--- src/rtl/config_reg_read_port_if.sv ---
// Config register port bundle: plain write strobe, valid/ready read request/response, flat register view.
interface config_reg_read_port_if #(
    parameter int unsigned width  = 32,
    parameter int unsigned nregs  = 8,
    parameter int unsigned awidth = 3
) ();

    logic                    wr_en;
    logic [awidth-1:0]       wr_addr;
    logic [width-1:0]        wr_data;
    logic                    req_valid;
    logic                    req_ready;
    logic [awidth-1:0]       req_addr;
    logic                    rsp_valid;
    logic                    rsp_ready;
    logic [width-1:0]        rsp_data;
    logic                    rsp_err;
    logic [nregs*width-1:0]  q_all;

    // Requester / writer side
    modport master (
        output wr_en, wr_addr, wr_data, req_valid, req_addr, rsp_ready,
        input  req_ready, rsp_valid, rsp_data, rsp_err, q_all
    );

    // Register bank side
    modport slave (
        input  wr_en, wr_addr, wr_data, req_valid, req_addr, rsp_ready,
        output req_ready, rsp_valid, rsp_data, rsp_err, q_all
    );

endinterface

--- src/rtl/config_reg_read_port.sv ---
// Config register bank with a read responder; reads see pre-write values, responses go through a 2-entry buffer.
module config_reg_read_port #(
    parameter int unsigned width  = 32,
    parameter int unsigned nregs  = 8,
    parameter int unsigned awidth = 3
) (
    input  logic                  CLK,
    input  logic                  RST_N,
    config_reg_read_port_if.slave bus
);

    localparam logic [1:0] S_EMPTY = 2'd0;
    localparam logic [1:0] S_ONE   = 2'd1;
    localparam logic [1:0] S_TWO   = 2'd2;

    // Register count must fit the address space
    if (nregs < 1 || nregs > (32'd1 << awidth)) begin : g_bad_nregs
        $error("config_reg_read_port: nregs does not fit in awidth address bits");
    end

    logic [width-1:0]       regs [nregs];
    logic [1:0]             state, state_nxt;
    logic [width-1:0]       head_data, head_data_nxt;
    logic                   head_err, head_err_nxt;
    logic [width-1:0]       tail_data, tail_data_nxt;
    logic                   tail_err, tail_err_nxt;
    logic                   req_ready_q, req_ready_nxt;
    logic                   rsp_valid_q, rsp_valid_nxt;
    logic                   fire, deq;
    logic [width-1:0]       rd_data;
    logic                   rd_err;
    logic [nregs*width-1:0] q_all_w;

    assign fire = bus.req_valid && req_ready_q;
    assign deq  = rsp_valid_q && bus.rsp_ready;

    // Read lookup on current register contents; unmatched address is an error with zero data
    always_comb begin
        rd_data = '0;
        rd_err  = 1'b1;
        for (int unsigned i = 0; i < nregs; i++) begin
            if (bus.req_addr == awidth'(i)) begin
                rd_data = regs[i];
                rd_err  = 1'b0;
            end
        end
    end

    // Register bank write; out-of-range addresses match nothing and are dropped
    always_ff @(posedge CLK or negedge RST_N) begin
        if (!RST_N) begin
            for (int unsigned i = 0; i < nregs; i++) begin
                regs[i] <= '0;
            end
        end else if (bus.wr_en) begin
            for (int unsigned i = 0; i < nregs; i++) begin
                if (bus.wr_addr == awidth'(i)) begin
                    regs[i] <= bus.wr_data;
                end
            end
        end
    end

    // Flat view of all registers
    always_comb begin
        q_all_w = '0;
        for (int unsigned i = 0; i < nregs; i++) begin
            q_all_w[i*width +: width] = regs[i];
        end
    end

    // Response buffer next state: head drives the outputs, tail holds the second entry
    always_comb begin
        state_nxt     = state;
        head_data_nxt = head_data;
        head_err_nxt  = head_err;
        tail_data_nxt = tail_data;
        tail_err_nxt  = tail_err;
        case (state)
            S_EMPTY: begin
                if (fire) begin
                    state_nxt     = S_ONE;
                    head_data_nxt = rd_data;
                    head_err_nxt  = rd_err;
                end
            end
            S_ONE: begin
                if (fire && !deq) begin
                    state_nxt     = S_TWO;
                    tail_data_nxt = rd_data;
                    tail_err_nxt  = rd_err;
                end else if (fire && deq) begin
                    head_data_nxt = rd_data;
                    head_err_nxt  = rd_err;
                end else if (deq) begin
                    state_nxt     = S_EMPTY;
                    head_data_nxt = '0;
                    head_err_nxt  = 1'b0;
                end
            end
            S_TWO: begin
                if (deq) begin
                    state_nxt     = S_ONE;
                    head_data_nxt = tail_data;
                    head_err_nxt  = tail_err;
                end
            end
            default: begin
                state_nxt     = S_EMPTY;
                head_data_nxt = '0;
                head_err_nxt  = 1'b0;
            end
        endcase
        req_ready_nxt = (state_nxt != S_TWO);
        rsp_valid_nxt = (state_nxt != S_EMPTY);
    end

    // Response buffer state and registered handshake outputs
    always_ff @(posedge CLK or negedge RST_N) begin
        if (!RST_N) begin
            state       <= S_EMPTY;
            head_data   <= '0;
            head_err    <= 1'b0;
            tail_data   <= '0;
            tail_err    <= 1'b0;
            req_ready_q <= 1'b1;
            rsp_valid_q <= 1'b0;
        end else begin
            state       <= state_nxt;
            head_data   <= head_data_nxt;
            head_err    <= head_err_nxt;
            tail_data   <= tail_data_nxt;
            tail_err    <= tail_err_nxt;
            req_ready_q <= req_ready_nxt;
            rsp_valid_q <= rsp_valid_nxt;
        end
    end

    assign bus.req_ready = req_ready_q;
    assign bus.rsp_valid = rsp_valid_q;
    assign bus.rsp_data  = head_data;
    assign bus.rsp_err   = head_err;
    assign bus.q_all     = q_all_w;

endmodule

--- src/flat_wrapper.sv ---
// flat-port wrapper written by rule: the top's interface ports become plain ports
module config_reg_read_port_flat 
#(
    parameter int unsigned width  = 32,
    parameter int unsigned nregs  = 8,
    parameter int unsigned awidth = 3
)
  (CLK, RST_N, bus_wr_en, bus_wr_addr, bus_wr_data, bus_req_valid, bus_req_addr, bus_rsp_ready, bus_req_ready, bus_rsp_valid, bus_rsp_data, bus_rsp_err, bus_q_all);
  config_reg_read_port_if #(.width(width), .nregs(nregs), .awidth(awidth)) bus_i ();
  input  logic CLK;
  input  logic RST_N;
  input wire logic [$bits(bus_i.wr_en)-1:0] bus_wr_en;
  input wire logic [$bits(bus_i.wr_addr)-1:0] bus_wr_addr;
  input wire logic [$bits(bus_i.wr_data)-1:0] bus_wr_data;
  input wire logic [$bits(bus_i.req_valid)-1:0] bus_req_valid;
  input wire logic [$bits(bus_i.req_addr)-1:0] bus_req_addr;
  input wire logic [$bits(bus_i.rsp_ready)-1:0] bus_rsp_ready;
  output wire logic [$bits(bus_i.req_ready)-1:0] bus_req_ready;
  output wire logic [$bits(bus_i.rsp_valid)-1:0] bus_rsp_valid;
  output wire logic [$bits(bus_i.rsp_data)-1:0] bus_rsp_data;
  output wire logic [$bits(bus_i.rsp_err)-1:0] bus_rsp_err;
  output wire logic [$bits(bus_i.q_all)-1:0] bus_q_all;
  assign bus_i.wr_en = bus_wr_en;
  assign bus_i.wr_addr = bus_wr_addr;
  assign bus_i.wr_data = bus_wr_data;
  assign bus_i.req_valid = bus_req_valid;
  assign bus_i.req_addr = bus_req_addr;
  assign bus_i.rsp_ready = bus_rsp_ready;
  assign bus_req_ready = bus_i.req_ready;
  assign bus_rsp_valid = bus_i.rsp_valid;
  assign bus_rsp_data = bus_i.rsp_data;
  assign bus_rsp_err = bus_i.rsp_err;
  assign bus_q_all = bus_i.q_all;
  config_reg_read_port #(.width(width), .nregs(nregs), .awidth(awidth)) u_core (.CLK(CLK), .RST_N(RST_N), .bus(bus_i));
endmodule
--- config.mk ---
export PLATFORM = sky130hd
export DESIGN_NAME = config_reg_read_port_flat
export DESIGN_NICKNAME = d
export VERILOG_FILES = /design/src/rtl/config_reg_read_port_if.sv /design/src/rtl/config_reg_read_port.sv /design/src/flat_wrapper.sv
export SDC_FILE = /design/constraint.sdc
export NUM_CORES = 1
export LEC_CHECK = 0
export ABC_CLOCK_PERIOD_IN_PS = 1500
export CAP_MARGIN = 15
export CORE_MARGIN = 4
export CORE_UTILIZATION = 46
export DETAILED_ROUTE_END_ITERATION = 16
export PLACE_DENSITY = 0.89
export RECOVER_POWER = 25
export SLEW_MARGIN = 10
export SYNTH_ARGS = -nofsm -noshare
export SYNTH_HDL_FRONTEND = slang
export SYNTH_SLANG_ARGS = --single-unit
--- constraint.sdc ---
create_clock -name CLK -period 1.5 [get_ports CLK]
set_input_delay 0.45 -clock CLK [delete_from_list [all_inputs] [get_ports CLK]]
set_output_delay 0.45 -clock CLK [all_outputs]
set_load 0.1 [all_outputs]
Word level (Yosys, flattened, before mapping)
Cells that the tools add are included.
{"block": "op_classes", "eq_ne": 21, "muxes": 34, "n_reduce_logical": 19}
{"cell": "$mux 32", "n": 13}
{"cell": "$pmux 32 s3", "n": 1}
{"cell": "$eq 3x3->1 const B", "n": 8}
{"cell": "$reduce_and 2->1", "n": 9}
{"cell": "$mux 1", "n": 13}
{"cell": "$eq 3x2->1 const B", "n": 4}
{"cell": "$mux 2", "n": 5}
{"cell": "$eq 3x1->1 const B", "n": 2}
{"cell": "$logic_not 3->1", "n": 2}
{"cell": "$pmux 2 s3", "n": 1}
{"cell": "$logic_and 1x1->1", "n": 4}
{"cell": "$ne 2x1->1 const B", "n": 2}
{"cell": "$ne 2x2->1 const B", "n": 2}
{"cell": "$reduce_and 4->1", "n": 1}
{"cell": "$ne 3x1->1 const B", "n": 1}
{"cell": "$pmux 1 s3", "n": 1}
{"cell": "$eq 2x1->1 const B", "n": 1}
{"cell": "$eq 2x2->1 const B", "n": 1}
{"cell": "$logic_not 2->1", "n": 1}
{"cell": "$reduce_bool 2->1", "n": 1}
{"cell": "$logic_not 1->1", "n": 1}
{"block": "word_totals", "ff_bits": 326}

Depth between registers and ports, before layout
Gate-level depths: netlist (run 1).
{"block": "logic_depth", "ltp_word": 12, "ltp_mapped": 7, "mapped_depth_nobuf": 5}

Worst setup path before layout (run 1)
Ideal clock, no wire load.
{"block": "synth_timing", "path_type": "flip-flop to flip-flop", "start": "register u_core.rsp_valid_q (netlist: u_core.bus.rsp_valid)", "end": "register u_core.head_data[10] (netlist: u_core.bus.rsp_data[10])", "t_arrival_ps": 1969, "required_time_ps": 1370, "slack_ps": -599, "stages_incl_launch_ff": 7, "path_buffers": 2, "synth_period_minus_slack_ps": 2099, "path_cell_list": "dfrtp_1 -> nand2_1 -> a22o_1 -> clkbuf_1 -> clkbuf_1 -> a22oi_1 -> o21ai_1"}
{"block": "synth_via", "elab_chain_len": 5, "elab_cells_between_ends": 11}
{"item": "start: declaration", "line_no": "config_reg_read_port.sv:28", "text": "logic rsp_valid_q, rsp_valid_nxt;"}
{"item": "start signal: assignment", "line_no": "config_reg_read_port.sv:135", "text": "rsp_valid_q <= rsp_valid_nxt;"}
{"item": "$logic_and 1x1->1 *", "line_no": "config_reg_read_port.sv:35", "text": "assign deq = rsp_valid_q && bus.rsp_ready;"}
{"item": "$logic_and 1x1->1 / $logic_not 1->1 (equally long branches)", "line_no": "config_reg_read_port.sv:92, config_reg_read_port.sv:88"}
{"item": "$mux 32 / $logic_and 1x1->1 (equally long branches)", "line_no": "config_reg_read_port.sv:92, config_reg_read_port.sv:88"}
{"item": "$mux 32 / $ne 2x2->1 (equally long branches)"}
{"item": "$pmux 32 s3 / $reduce_and 4->1 (equally long branches)"}
{"item": "end signal: assignment", "line_no": "config_reg_read_port.sv:130", "text": "head_data <= head_data_nxt;"}
{"item": "end: declaration", "line_no": "config_reg_read_port.sv:23", "text": "logic [width-1:0] head_data, head_data_nxt;"}
Every way passes the cells marked *; elsewhere a longest branch is shown, timed or not. The select of a mux whose other input is x is not followed.
A chain may end at the register's enable or synchronous reset.

Worst setup path in the final report (run 1)
{"block": "layout_timing", "start": "register u_core.req_ready_q (netlist: u_core.bus.req_ready)", "end": "register u_core.tail_data[5]"}
{"block": "layout_via", "elab_chain_len": 3}
{"item": "start: declaration", "line_no": "config_reg_read_port.sv:27", "text": "logic req_ready_q, req_ready_nxt;"}
{"item": "start signal: assignment", "line_no": "config_reg_read_port.sv:134", "text": "req_ready_q <= req_ready_nxt;"}
{"item": "$logic_and 1x1->1", "line_no": "config_reg_read_port.sv:34", "text": "assign fire = bus.req_valid && req_ready_q;"}
{"item": "$logic_and 1x1->1", "line_no": "config_reg_read_port.sv:88", "text": "if (fire && !deq) begin"}
{"item": "$reduce_and 2->1 (no source line)"}
{"item": "end signal: assignment", "line_no": "config_reg_read_port.sv:132", "text": "tail_data <= tail_data_nxt;"}
{"item": "end: declaration", "line_no": "config_reg_read_port.sv:25", "text": "logic [width-1:0] tail_data, tail_data_nxt;"}
Every way passes these cells.

==> flow_metrics.env, run 1 <==
export IMPL_numCtsBuffers=37
export IMPL_final_common_cell="buf_12"
export IMPL_ys_warn_count=0
export IMPL_hold_viol=0
export IMPL_clock_tree_htree_level_count=2
export IMPL_outcome="complete, but fails checks"
export IMPL_slew_violations=0
export IMPL_nets=1835
export IMPL_vias_per_cell=6.80
export IMPL_die_area_mm2=0.0352
export IMPL_synth_area_leader_cell="dfrtp_1"
export IMPL_track_usage_pct=40.8
export IMPL_fin_crit_ns=1.87
export IMPL_fin_util_pct=87.8
export IMPL_maxSlewHeadroom_pct=47.2
export IMPL_clock_fmax_mhz=534
export IMPL_syn_inst=1085
export IMPL_synth_seq_cells=326
export IMPL_cp_start_kind="flip-flop"
export IMPL_grt_pass1_wl_mm=109
export IMPL_p_leak_nw=12.1
export IMPL_cts_sinks=326
export IMPL_avgSynthCellArea_um2=13.7
export IMPL_rows=65
export IMPL_layout_worst_path_cycle_share_pct=125
export IMPL_peakVddDrop_mv=1.45
export IMPL_grt_overflow=0
export IMPL_io_pins=334
export IMPL_max_cap_viol_count=0
export IMPL_grt_pass1_vias=16000
export IMPL_cts_tree="done"
export IMPL_syn_nets=1128
export IMPL_portBuffers=333
export IMPL_vias=15100
export IMPL_path_clk_slew_ns=0.06
export IMPL_fin_skew_ns=0.0135
export IMPL_path_max_fanout=8
export IMPL_rsz0062_at_grt="yes"
export IMPL_clock_latency_ns=0.52
export IMPL_drive_gt1_share_pct=78.5
export IMPL_finalPower_w=0.0625
export IMPL_ctsLongestPathBuffers=3
export IMPL_wl_per_cell_um=36.7
export IMPL_synth_cell_type_count=37
export IMPL_setup_viol=534
export IMPL_final_cell_mix="340 x buf_12, 320 x buf_4, 217 x dfrtp_2"
export IMPL_hpwl_mm=39.3
export IMPL_hp_class="reg -> reg"
export IMPL_syn_area_mm2=0.0149
export IMPL_route_detailed_drc=0
export IMPL_syn2layout_area_growth_pct=87.3
export IMPL_wl_mm=81.5
export IMPL_globalplace_congestion=0.858
export IMPL_antenna_left=0
export IMPL_cp_arrival_ns=2.30
export IMPL_yosysTopAreaCellShare_pct=54.7
export IMPL_synth_area_leaders="dfrtp_1 55%, mux2_2 15%, mux4_2 5.5%"
export IMPL_violations="setup timing"
export IMPL_start_util_pct=46.9
export IMPL_antenna_found_initial=3
export IMPL_clock_tree_root_cell="clkbuf_16"
export IMPL_fill_cells=1068
export IMPL_drtPass1Iterations=6
export IMPL_worst_slack_ns=-0.371
export IMPL_core_mm2=0.0317
export IMPL_end_kind="flip-flop"
export IMPL_required_ns=1.92
export IMPL_grt_max_degree=53
export IMPL_yosysSeqAreaShare_pct=54.9
export IMPL_crit_type="reg -> reg"
export IMPL_fp_dieH_um=188
export IMPL_p_per_area_mw_per_mm2=2240
export IMPL_die_width_um=188
export IMPL_drt_initial_drc_count=1759
export IMPL_worst_slew_pin_slew_ns=0.791
[cell usage after synthesis]
master,n
a2bb2oi_1,1
nand2_1,40
inv_1,2
and2_1,2
nor3_1,2
nor3_2,1
mux4_2,36
buf_4,5
o21a_1,24
mux2i_1,32
o211ai_1,2
dfstp_2,1
a22oi_1,33
a21oi_1,30
and2b_1,1
buf_2,29
o21ai_0,25
a2111oi_0,4
a31oi_1,1
a2111oi_2,20
dfrtp_1,325
o21ai_1,63
nand4_1,2
nand2b_1,26
o22ai_1,1
a32o_1,24
a22o_1,1
mux2_2,195
nor2_1,31
nor2b_1,4
nand4b_1,3
xor2_1,1
buf_6,6
nand3_1,3
mux2_1,66
clkbuf_1,41
nor3b_2,2
[final timing paths]
check | start | end | slack, ns | cells past startpoint
worst max-delay path | u_core.bus.req_ready | u_core.tail_data[5] | -0.37 | 9
worst min-delay path | u_core.tail_err | u_core.tail_err | 0.49 | 1
worst max register to register | u_core.bus.req_ready | u_core.tail_data[5] | -0.37 | 9
worst min register to register | u_core.tail_err | u_core.tail_err | 0.49 | 1
max in group asynchronous | RST_N | u_core.bus.q_all[240] | -0.15 | 4
min in group asynchronous | RST_N | u_core.tail_data[0] | 0.51 | 2
[report_power, final]
part | total, W | internal (W) | switching (W)
Combinational | 0.0386 | 0.0154 | 0.0232
Clock | 0.00899 | 0.00507 | 0.00392
Sequential | 0.0149 | 0.0115 | 0.00344
[per-layer routing]
metal / GRT usage [%] / part of all wire, % / vias to the layer above
li1: - / - / 5496
met1: 46.5 / 31 / 7406
met2: 67.7 / 46 / 1538
met3: 11.0 / 12 / 687
met4: 26.9 / 11 / 6
met5: 0 / 0.099 / -
[layout make-up]
| type | instances | area [um2] | area share (%) |
|---|---|---|---|
| repair buffers | 746 | 10300 | 37.1 |
| multi-input cells | 679 | 7400 | 26.6 |
| well taps | 402 | 503 | 1.81 |
| clock inverters | 6 | 37.5 | 0.135 |
| flip-flops and latches | 326 | 8440 | 30.3 |
| clock buffers | 62 | 1110 | 4.00 |
| diodes | 1 | 2.50 | 0.00899 |
| inverters | 2 | 7.51 | 0.0270 |
[stage by stage]
step	worst slack, ns	std cells	area, um2	TNS, ns	hold WS, ns
2_1_floorplan	-0.230	1085	15900	-19.79	0.154
3_3_place_gp	-0.707	1848	23200	-195.41	0.305
3_5_place_dp	-0.782	1848	23200	-215.54	0.305
4_1_cts	-0.350	2175	27100	-43.72	0.372
5_1_grt	-0.381	2224	27800	-83.13	0.527
6_report	-0.371	2224	27800	-58.46	0.494
[worst max-delay path, cell delays in order, from the launching register on]
cell and delay, ns:
dfstp_4 0.61, buf_4 0.11, nand2_4 0.05, buf_6 0.13
nor2_4 0.12, nand3_4 0.11, buf_12 0.15, buf_8 0.14
buf_16 0.16, o21ai_1 0.20
[registers in the layout, summed over array words and instances, names as in the netlist]
name / cells
u_core.bus.req_ready: 1
u_core.bus.q_all: 256
u_core.bus.rsp_valid: 1
u_core.tail_err: 1
u_core.bus.rsp_data: 32
u_core.state: 2
u_core.tail_data: 32
u_core.bus.rsp_err: 1
[cells by family (layout without fill, tap and decap cells)]
logic type | count (synthesis) | count (layout) | share of synthesized area [%]
multiplexers | 329 | 329 | 27.4
other | 0 | 1 | 0
buffers and inverters | 83 | 816 | 2.77
AND/OR/NAND/NOR | 117 | 120 | 3.86
AO/OA/AOI/OAI | 229 | 229 | 11.0
flip-flops | 326 | 326 | 54.9
XOR/XNOR | 1 | 1 | 0.0589
[timing repair]
action / 4_1_cts / 5_1_grt
setup buffers: 243 / 49
endpoints found under the setup margin: 605 / 377
endpoints found under the hold margin: 14 / 0
pin swaps: 11 / 31
gates resized for setup: 157 / 95
cloned: 15 / 4
hold buffers: 1 / 0
Power figures use the tool's default switching activity.
==> run 2, diff against run 1 <==
--- a/config.mk
+++ b/config.mk
@@ -10,8 +10,8 @@
 export CORE_MARGIN = 4
 export CORE_UTILIZATION = 46
+export CTS_BUF_LIST = sky130_fd_sc_hd__clkbuf_16
 export DETAILED_ROUTE_END_ITERATION = 16
 export PLACE_DENSITY = 0.89
 export RECOVER_POWER = 25
-export SLEW_MARGIN = 10
 export SYNTH_ARGS = -nofsm -noshare
 export SYNTH_HDL_FRONTEND = slang
==> constraint.sdc (replaced) <==
create_clock -name CLK -period 1.5 [get_ports CLK]
set_input_delay 0.45 -clock CLK [delete_from_list [all_inputs] [get_ports CLK]]
set_output_delay 0.45 -clock CLK [all_outputs]
set_load 0.01 [all_outputs]
==> flow_metrics.env, run 2 (synthesis gave the netlist of run 1 again) <==
export IMPL_cts_sinks=326
export IMPL_clock_latency_ns=0.52
export IMPL_fin_crit_ns=1.60
export IMPL_drive_gt1_share_pct=63.6
export IMPL_reg2reg_from="u_core.bus.q_all[231]"
export IMPL_wl_mm=63.6
export IMPL_track_usage_pct=33.2
export IMPL_grt_max_degree=54
export IMPL_max_cap_viol_count=0
export IMPL_crit_slowest_cell="nor2b_4"
export IMPL_maxSlewHeadroom_pct=39.3
export IMPL_hold_path_startpoint="u_core.tail_data[28]"
export IMPL_start_util_pct=46.9
export IMPL_grt_pass1_vias=14500
export IMPL_worstHoldPathCells=2
export IMPL_die_width_um=188
export IMPL_layout_worst_path_cycle_share_pct=107
export IMPL_cts_tree="done"
export IMPL_antenna_left=0
export IMPL_path_clk_slew_ns=0.06
export IMPL_reg2reg_to="u_core.tail_data[7]"
export IMPL_holdWs_ns=0.488
export IMPL_die_area_mm2=0.0352
export IMPL_end_kind="flip-flop"
export IMPL_final_cell_mix="316 x dfrtp_1, 296 x buf_4, 186 x mux2_2"
export IMPL_grt_overflow=0
export IMPL_setup_viol=220
export IMPL_path_delay_family="compound AO/OA/AOI/OAI gates"
export IMPL_startpoint="bus_req_addr[0]"
export IMPL_cp_depth=7
export IMPL_outcome="complete, but fails checks"
export IMPL_ctsLongestPathBuffers=3
export IMPL_path_max_fanout=12
export IMPL_crit_type="in -> reg"
export IMPL_finalNonFillerCells=2202
export IMPL_wl_per_cell_um=28.9
export IMPL_cp_start_kind="input port"
export IMPL_nets=1815
export IMPL_syn2layout_area_growth_pct=58.3
export IMPL_combPwrFrac_pct=41.5
export IMPL_p_per_area_mw_per_mm2=1620
export IMPL_globalplace_congestion=0.855
export IMPL_fin_util_pct=74.2
export IMPL_clockPowerShare_pct=23.5
export IMPL_reg2reg_setup_slack_ns=-0.08
export IMPL_slew_violations=0
export IMPL_io_pins=334
export IMPL_finalPower_w=0.0381
export IMPL_violations="setup timing"
export IMPL_hold_viol=0
export IMPL_fin_setup_tns_ns=-5.31
export IMPL_antenna_found_initial=1
export IMPL_hpwl_mm=34.5
export IMPL_required_ns=1.91
export IMPL_fp_dieH_um=188
export IMPL_internal_power_w=0.0250
export IMPL_path_cells="buf_4 > nor2b_4 > a32o_2 > buf_4 > o21ai_1 > o21a_1 > o21ai_1"
export IMPL_clock_tree_root_cell="clkbuf_16"
export IMPL_fill_cells=1718
export IMPL_p_leak_nw=11.0
export IMPL_crit_path_max_incr_delay_ns=0.56
export IMPL_placed_cells=1851
export IMPL_swShare_pct=34.3
export IMPL_cp_endpoint="u_core.tail_data[8]"
export IMPL_pwr_share_seq_pct=35.0
export IMPL_reg2reg_depth=5
export IMPL_rsz0062_at_grt="yes"
export IMPL_vias_per_cell=6.31
export IMPL_route_detailed_drc=0
export IMPL_clock_fmax_mhz=624
export IMPL_worst_slew_pin_slew_ns=0.911
export IMPL_portBuffers=333
export IMPL_largest_reg_flops=256
export IMPL_drtPass1Iterations=5
export IMPL_hp_class="reg -> reg"
export IMPL_rows=65
export IMPL_vias=13900
export IMPL_final_common_cell="dfrtp_1"
export IMPL_power_switching_w=0.0131
export IMPL_cp_buffers_inverters=2
export IMPL_fin_skew_ns=0.0194
export IMPL_core_mm2=0.0317
export IMPL_clock_tree_htree_level_count=2
export IMPL_cp_arrival_ns=2.02
export IMPL_peakVddDrop_mv=1.11
export IMPL_numCtsBuffers=37
export IMPL_grt_pass1_wl_mm=90.0
export IMPL_drt_initial_drc_count=1323
export IMPL_worst_slack_ns=-0.103
## run 2: changes by cell type in the layout (fill, tap and decap cells not counted), sizes merged
cell         delta
dlygate4sd2     +2
clkbuf         -28
clkinvlp        +1
clkinv         +10
inv             +7
bufinv          +3
buf            -17
## run 2: area by class of cell
class / instances / area (um2) / share of cell area (%)
timing repair buffer: 726 / 6480 / 27.6
inverter: 2 / 7.51 / 0.0319
clock buffer: 39 / 976 / 4.15
multi-input combinational: 679 / 7180 / 30.5
clock inverter: 27 / 196 / 0.835
tap: 402 / 503 / 2.14
antenna: 1 / 2.50 / 0.0106
sequential: 326 / 8170 / 34.7
## run 2: how the worst min path moves through the flow
stage / endpoint / slack, ns
3_5_place_dp: u_core.bus.q_all[16] / 0.41
5_1_grt: u_core.tail_data[17] / 0.51
6_report: u_core.tail_data[28] / 0.49
4_1_cts: u_core.bus.q_all[16] / 0.47
3_3_place_gp: u_core.bus.q_all[16] / 0.42
2_1_floorplan: u_core.bus.q_all[0] / 0.15
## run 2: power groups by stage
stage / logic, W / registers [W] / clock network [W]
global placement: 0.0120 / 0.0133 / 0
detailed placement: 0.0123 / 0.0134 / 0
CTS: 0.0140 / 0.0130 / 0.00887
global route: 0.0164 / 0.0135 / 0.00933
finish: 0.0158 / 0.0133 / 0.00895
floorplan: 0.00469 / 0.0137 / 0
## run 2: what timing repair did
action,4_1_cts,5_1_grt
hold endpoints to repair,40,0
buffers inserted,225,44
cloned,11,3
hold buffers,1,0
resized for setup,1321,151
setup endpoints to repair,579,357
pin swaps,3,32
## run 2: per-layer routing
metal,vias up,GRT usage [%],part of all wire [%]
li1,5450,-,-
met2,1098,54.1,48
met4,0,19.4,7.5
met5,-,0,0
met3,366,7.86,9.9
met1,6985,40.6,35
## run 2: stage by stage
stage | setup slack, ns | area [um2]
2_1_floorplan | -0.105 | 15700
3_3_place_gp | -0.664 | 20200
3_5_place_dp | -0.711 | 20200
4_1_cts | -0.111 | 22500
5_1_grt | -0.122 | 23500
6_report | -0.103 | 23500
## run 2: tightest hold or removal path: stages (launching register included)
cell,delay (ns)
dfrtp_1,0.34
nand2_1,0.05
o21ai_1,0.06
